<file path="config.mk">
export PLATFORM = sky130hd
export DESIGN_NAME = sccb_master
export DESIGN_NICKNAME = d
export VERILOG_FILES = /design/src/rtl/sccb_master.sv
export SDC_FILE = /design/constraint.sdc
export NUM_CORES = 1
export LEC_CHECK = 0
export ABC_AREA = 1
export ABC_CLOCK_PERIOD_IN_PS = 1500
export BUFFER_PORTS_ARGS = -buffer_cell sky130_fd_sc_hd__buf_2
export CORE_MARGIN = 2
export CORE_UTILIZATION = 45
export DETAILED_ROUTE_END_ITERATION = 6
export PLACE_DENSITY_LB_ADDON = 0.12
export SLEW_MARGIN = 20
export SYNTH_ARGS = -nofsm -noshare
export SYNTH_HDL_FRONTEND = slang
export SYNTH_SLANG_ARGS = --single-unit
</file>
<file path="constraint.sdc">
create_clock -name clk -period 1.5 [get_ports clk]
set_input_delay 0.225 -clock clk [delete_from_list [all_inputs] [get_ports clk]]
set_output_delay 0.225 -clock clk [all_outputs]
set_load 0.03 [all_outputs]
</file>
<file path="src/rtl/sccb_master.sv">
// SCCB master for OV2640 register writes/reads over open-drain SCL/SDA.
// Define SCCB_ACK_CHECK_EN to abort on a slave NACK and report rsp_nack.
module sccb_master #(
  parameter int unsigned CLK_DIV  = 125,
  parameter logic [6:0]  DEV_ADDR = 7'h30
) (
  input  logic       clk,
  input  logic       reset_n,
  input  logic       cmd_valid,
  output logic       cmd_ready,
  input  logic       cmd_rd,
  input  logic [7:0] cmd_addr,
  input  logic [7:0] cmd_wdata,
  output logic       rsp_valid,
  output logic [7:0] rsp_rdata,
  output logic       rsp_nack,
  output logic       busy,
  output logic       scl_oe,
  output logic       sda_oe,
  input  logic       sda_in,
  output logic [3:0] dbg_state
);

  localparam logic [3:0] S_IDLE  = 4'd0;
  localparam logic [3:0] S_START = 4'd1;
  localparam logic [3:0] S_TX    = 4'd2;
  localparam logic [3:0] S_ACK   = 4'd3;
  localparam logic [3:0] S_RX    = 4'd4;
  localparam logic [3:0] S_MACK  = 4'd5;
  localparam logic [3:0] S_STOP  = 4'd6;
  localparam logic [3:0] S_GAP   = 4'd7;
  localparam logic [3:0] S_DONE  = 4'd8;

  localparam logic [9:0] DIV_M1 = 10'(CLK_DIV - 1);

  logic [3:0] state;
  logic [9:0] cnt;
  logic [1:0] q;
  logic [2:0] bit_cnt;
  logic [1:0] byte_no;
  logic       restarted;
  logic       rd_lat;
  logic [7:0] addr_lat;
  logic [7:0] wdata_lat;
  logic [7:0] sh;
  logic [7:0] rx;
  logic       nack_seen;
  logic       accept;
  logic       tick;
  logic       seg_end;
  logic       q_mid;

  assign accept  = cmd_valid && cmd_ready;
  assign tick    = (state != S_IDLE) && (state != S_DONE)
                && (cnt == DIV_M1);
  assign seg_end = tick && (q == 2'd3);
  assign q_mid   = tick && (q == 2'd2);

  assign rsp_valid = (state == S_DONE);
  assign busy      = (state != S_IDLE);
  assign dbg_state = state;

  // Bit quarters: q0 SCL low/SDA set, q1 release, q2 high/sample, q3 low
  always_comb begin
    scl_oe = 1'b0;
    sda_oe = 1'b0;
    unique case (state)
      S_START: begin
        scl_oe = (q == 2'd3);
        sda_oe = (q != 2'd0);
      end
      S_TX: begin
        scl_oe = (q == 2'd0) || (q == 2'd3);
        sda_oe = !sh[7];
      end
      S_ACK, S_RX, S_MACK: begin
        scl_oe = (q == 2'd0) || (q == 2'd3);
      end
      S_STOP: begin
        scl_oe = (q == 2'd0);
        sda_oe = (q != 2'd3);
      end
      default: begin
        scl_oe = 1'b0;
        sda_oe = 1'b0;
      end
    endcase
  end

  always_ff @(posedge clk) begin
    if (!reset_n) begin
      state     <= S_IDLE;
      cnt       <= '0;
      q         <= '0;
      bit_cnt   <= '0;
      byte_no   <= '0;
      restarted <= 1'b0;
      rd_lat    <= 1'b0;
      addr_lat  <= '0;
      wdata_lat <= '0;
      sh        <= '0;
      rx        <= '0;
      nack_seen <= 1'b0;
      cmd_ready <= 1'b0;
      rsp_rdata <= '0;
      rsp_nack  <= 1'b0;
    end else begin
      if ((state == S_IDLE) || (state == S_DONE) || tick)
        cnt <= '0;
      else
        cnt <= cnt + 10'd1;
      if (tick)
        q <= q + 2'd1;
      unique case (state)
        S_IDLE: begin
          if (accept) begin
            state     <= S_START;
            cmd_ready <= 1'b0;
            rd_lat    <= cmd_rd;
            addr_lat  <= cmd_addr;
            wdata_lat <= cmd_wdata;
            restarted <= 1'b0;
            nack_seen <= 1'b0;
            q         <= '0;
          end else begin
            cmd_ready <= 1'b1;
          end
        end
        S_START: begin
          if (seg_end) begin
            state   <= S_TX;
            bit_cnt <= '0;
            byte_no <= '0;
            sh      <= {DEV_ADDR, restarted};
          end
        end
        S_TX: begin
          if (seg_end) begin
            bit_cnt <= bit_cnt + 3'd1;
            sh      <= {sh[6:0], 1'b0};
            if (bit_cnt == 3'd7)
              state <= S_ACK;
          end
        end
        S_ACK: begin
`ifdef SCCB_ACK_CHECK_EN
          if (q_mid)
            nack_seen <= sda_in;
`endif
          if (seg_end) begin
            byte_no <= byte_no + 2'd1;
            if (nack_seen) begin
              state <= S_STOP;
            end else if (restarted) begin
              state <= S_RX;
            end else if (byte_no == 2'd0) begin
              state <= S_TX;
              sh    <= addr_lat;
            end else if ((byte_no == 2'd1) && !rd_lat) begin
              state <= S_TX;
              sh    <= wdata_lat;
            end else begin
              state <= S_STOP;
            end
          end
        end
        S_RX: begin
          if (q_mid)
            rx <= {rx[6:0], sda_in};
          if (seg_end) begin
            bit_cnt <= bit_cnt + 3'd1;
            if (bit_cnt == 3'd7)
              state <= S_MACK;
          end
        end
        S_MACK: begin
          if (seg_end)
            state <= S_STOP;
        end
        S_STOP: begin
          if (seg_end) begin
            if (rd_lat && !restarted && !nack_seen) begin
              state <= S_GAP;
            end else begin
              state    <= S_DONE;
              rsp_nack <= nack_seen;
              if (rd_lat && !nack_seen)
                rsp_rdata <= rx;
            end
          end
        end
        S_GAP: begin
          if (seg_end) begin
            state     <= S_START;
            restarted <= 1'b1;
          end
        end
        S_DONE: begin
          state     <= S_IDLE;
          cmd_ready <= 1'b1;
        end
        default: begin
          state <= S_IDLE;
        end
      endcase
    end
  end

endmodule

</file>
==> impl_metrics.env <==
export IMPL_via_per_inst=4.78
export IMPL_p_sw_w=0.00280
export IMPL_maxSlewViolCount=0
export IMPL_clkLatencyLatePin_ps=340
export IMPL_core_um2=6790
export IMPL_swShare_pct=41.5
export IMPL_htreeDepth=3
export IMPL_place_congestion=0.909
export IMPL_yosysSeqAreaShare_pct=40.6
export IMPL_rsz0062_at_grt="yes"
export IMPL_place_area_um2=3630
export IMPL_fin_util_pct=65.2
export IMPL_grt_max_degree=36
export IMPL_irDropWorstVdd_v=0.000647
export IMPL_stdcell_area_um2=4430
export IMPL_cts_sink_count=64
export IMPL_synth_area_leader_cell="dfxtp_1"
export IMPL_overflow=0
export IMPL_cts_root_buf="clkbuf_8"
export IMPL_die_x_um=87.8
export IMPL_grt_pass1_wl_um=12700
export IMPL_rows=30
export IMPL_finalWirelength_um=8200
export IMPL_p_total_w=0.00675
export IMPL_drv_cap=0
export IMPL_cts_buffer_depth=2
export IMPL_fmax_mhz=593
export IMPL_crit_arrival_ps=1460
export IMPL_drive_above_1_share_pct=35.3
export IMPL_worstPathRequired_ps=1270
export IMPL_finalSetupViolCount=33
export IMPL_postCtsHoldBufs=0
export IMPL_dp_hpwl_um=5230
export IMPL_period_needed_ps=1690
export IMPL_seqPwrFrac_pct=30.9
export IMPL_drc=0
export IMPL_clkPwrFrac_pct=21.3
export IMPL_p_per_area_nw_per_um2=1520
export IMPL_hold_viol=0
export IMPL_synth_area_leaders="dfxtp_1 41%, nand2_1 12%, nor2_1 10%, inv_1 7.8%, o21ai_0 5.9%"
export IMPL_leakage_nw=1.98
export IMPL_die_height_um=87.8
export IMPL_power_frac_comb_pct=47.8
export IMPL_violations="setup timing"
export IMPL_cts_made_buffers=9
export IMPL_num_io_pins=39
export IMPL_syn_area_um2=3160
export IMPL_critPathCaptureType="output pin"
export IMPL_io_buffers=37
export IMPL_fin_nets=581
export IMPL_synthCells=469
export IMPL_dr_pass1_iters=4
export IMPL_crit_fanout=4
export IMPL_status="complete, but fails checks"
export IMPL_intPower_w=0.00395
export IMPL_grt_pass1_vias=2798
export IMPL_path_clk_slew_ps=70
export IMPL_setup_tns_ps=-1370
export IMPL_syn_num_nets=499
export IMPL_area_delta_synth_final_pct=40.4
export IMPL_cp_start_kind="flop"
export IMPL_track_usage_pct=21.3
export IMPL_num_vias=3114
export IMPL_num_antenna_cells=0
export IMPL_min_period_over_period_pct=112
export IMPL_dieArea_um2=7700
export IMPL_synth_distinct_cells=33
export IMPL_whs_ps=117
export IMPL_drtIter0Drc=90
export IMPL_synth_warnings=0
export IMPL_ant_nets=0
export IMPL_antenna_found_initial=0
export IMPL_wire_per_inst_um=12.6
export IMPL_cts_tree="yes"
export IMPL_initial_core_util_pct=46.5
export IMPL_hp_class="in2reg"
export IMPL_ys_seq_elements=64
export IMPL_worst_slack_ps=-186
export IMPL_crit_type="reg2out"
export IMPL_finClkSkew_ps=8.56
export IMPL_avgSynthCellArea_um2=6.73
export IMPL_synth_top_cell_area_share_pct=40.6
area by class of cell:
class	count	area, um2
Sequential cell	64	1300
Tap cell	96	120
Clock buffer	10	128
Timing Repair Buffer	82	624
Clock inverter	6	58.8
Fill cell	576	2360
Multi-Input combinational cell	321	1890
Inverter	73	312
final timing paths:
path / start / endpoint / slack, ps / depth (start not counted)
setup / recovery: dbg_state[2]$_SDFFE_PN0P_ / scl_oe / -190 / 7
hold reg to reg: wdata_lat[0]$_SDFFE_PN0P_ / wdata_lat[0]$_SDFFE_PN0P_ / 440 / 2
setup reg to reg: q[0]$_SDFF_PN0_ / rx[6]$_SDFFE_PN0P_ / -80 / 7
hold / removal: sda_in / rx[0]$_SDFFE_PN0P_ / 120 / 3
metal layers:
layer	share of wire (%)	vias up	wire (um)	GRT usage (%)
met5	0	-	0	0
li1	-	1628	-	-
met1	43	1406	3560	27.1
met2	50	63	4110	35.0
met3	4.3	17	353	4.71
met4	2.1	0	173	8.39
synth_stat cells:
master,number
nand4_4,1
inv_1,66
nor2_4,1
nor3b_1,3
nand4_1,5
a21boi_2,1
buf_2,2
o21bai_1,1
nor2_1,85
nand2_4,1
nand3_1,18
ha_1,9
nand2_2,3
o21ai_1,1
nand2_1,103
a211oi_1,1
o22ai_1,1
o21ai_0,37
clkbuf_1,7
o221ai_1,1
buf_6,2
a21o_1,1
nor3_2,2
nor3_1,3
dfxtp_1,64
conb_1,1
xor2_1,4
inv_2,7
a31oi_1,1
o211ai_1,1
a21oi_1,29
buf_4,2
nor2_2,5
flip-flops by register name, indices dropped and copies added (netlist names):
signal,cells
addr_lat,8
bit_cnt,3
byte_no,2
cmd_ready,1
cnt,10
dbg_state,4
q,2
rd_lat,1
restarted,1
rsp_rdata,8
rx,8
sh,8
wdata_lat,8
cells in the final DEF (no fill, tap or decap), types with 11 or more instances in the layout:
cell type  netlist  routed
a21oi_1         29      25
buf_2            2      33
buf_4            2      34
buf_6            2      11
dfxtp_1         64      55
inv_1           66      58
nand2_1        103      77
nand2_2          3      23
nand3_1         18      12
nor2_1          85      71
nor2_4           1      11
o21ai_0         37      24
o21ai_1          1      11
worst max-delay path, cell delays in order (launching register included):
cell      delay [ps]
dfxtp_4          410
inv_6             50
nor2_4           140
nand2_2          100
nand2_2           90
nand2_1           50
o211ai_1          90
buf_4            190
cells by family (layout without fill, tap and decap cells):
family / Yosys count / after routing / share of synthesized area (%)
other cells: 1 / 1 / 0.119
fa+ha+maj: 9 / 9 / 3.57
flops: 64 / 64 / 40.6
compound gates: 75 / 75 / 12.6
simple gates: 230 / 232 / 31.0
xor+xnor: 4 / 4 / 1.11
buf+inv: 86 / 171 / 11.0
stage by stage:
stage | cells | worst slack (ps)
final | 652 | -186
after global routing | 652 | -272
after CTS | 645 | -154
after detailed placement | 612 | -155
after global placement | 612 | -95.7
after floorplan | 469 | 8.11
power by group through the flow:
stage / combinational [W] / clock [W] / sequential [W]
5_1_grt: 0.00350 / 0.00155 / 0.00211
3_3_place_gp: 0.00220 / 0 / 0.00207
3_5_place_dp: 0.00220 / 0 / 0.00208
2_1_floorplan: 0.00144 / 0 / 0.00216
4_1_cts: 0.00270 / 0.00148 / 0.00207
6_report: 0.00322 / 0.00144 / 0.00208
repair_timing:
item | in CTS | in global routing
endpoints found under the setup margin | 35 | 61
cloned | 1 | 1
resized for setup | 64 | 71
pin swaps | 18 | 21
endpoints found under the hold margin | 0 | 0
setup buffers | 16 | 6
Power figures use the tool's default switching activity.
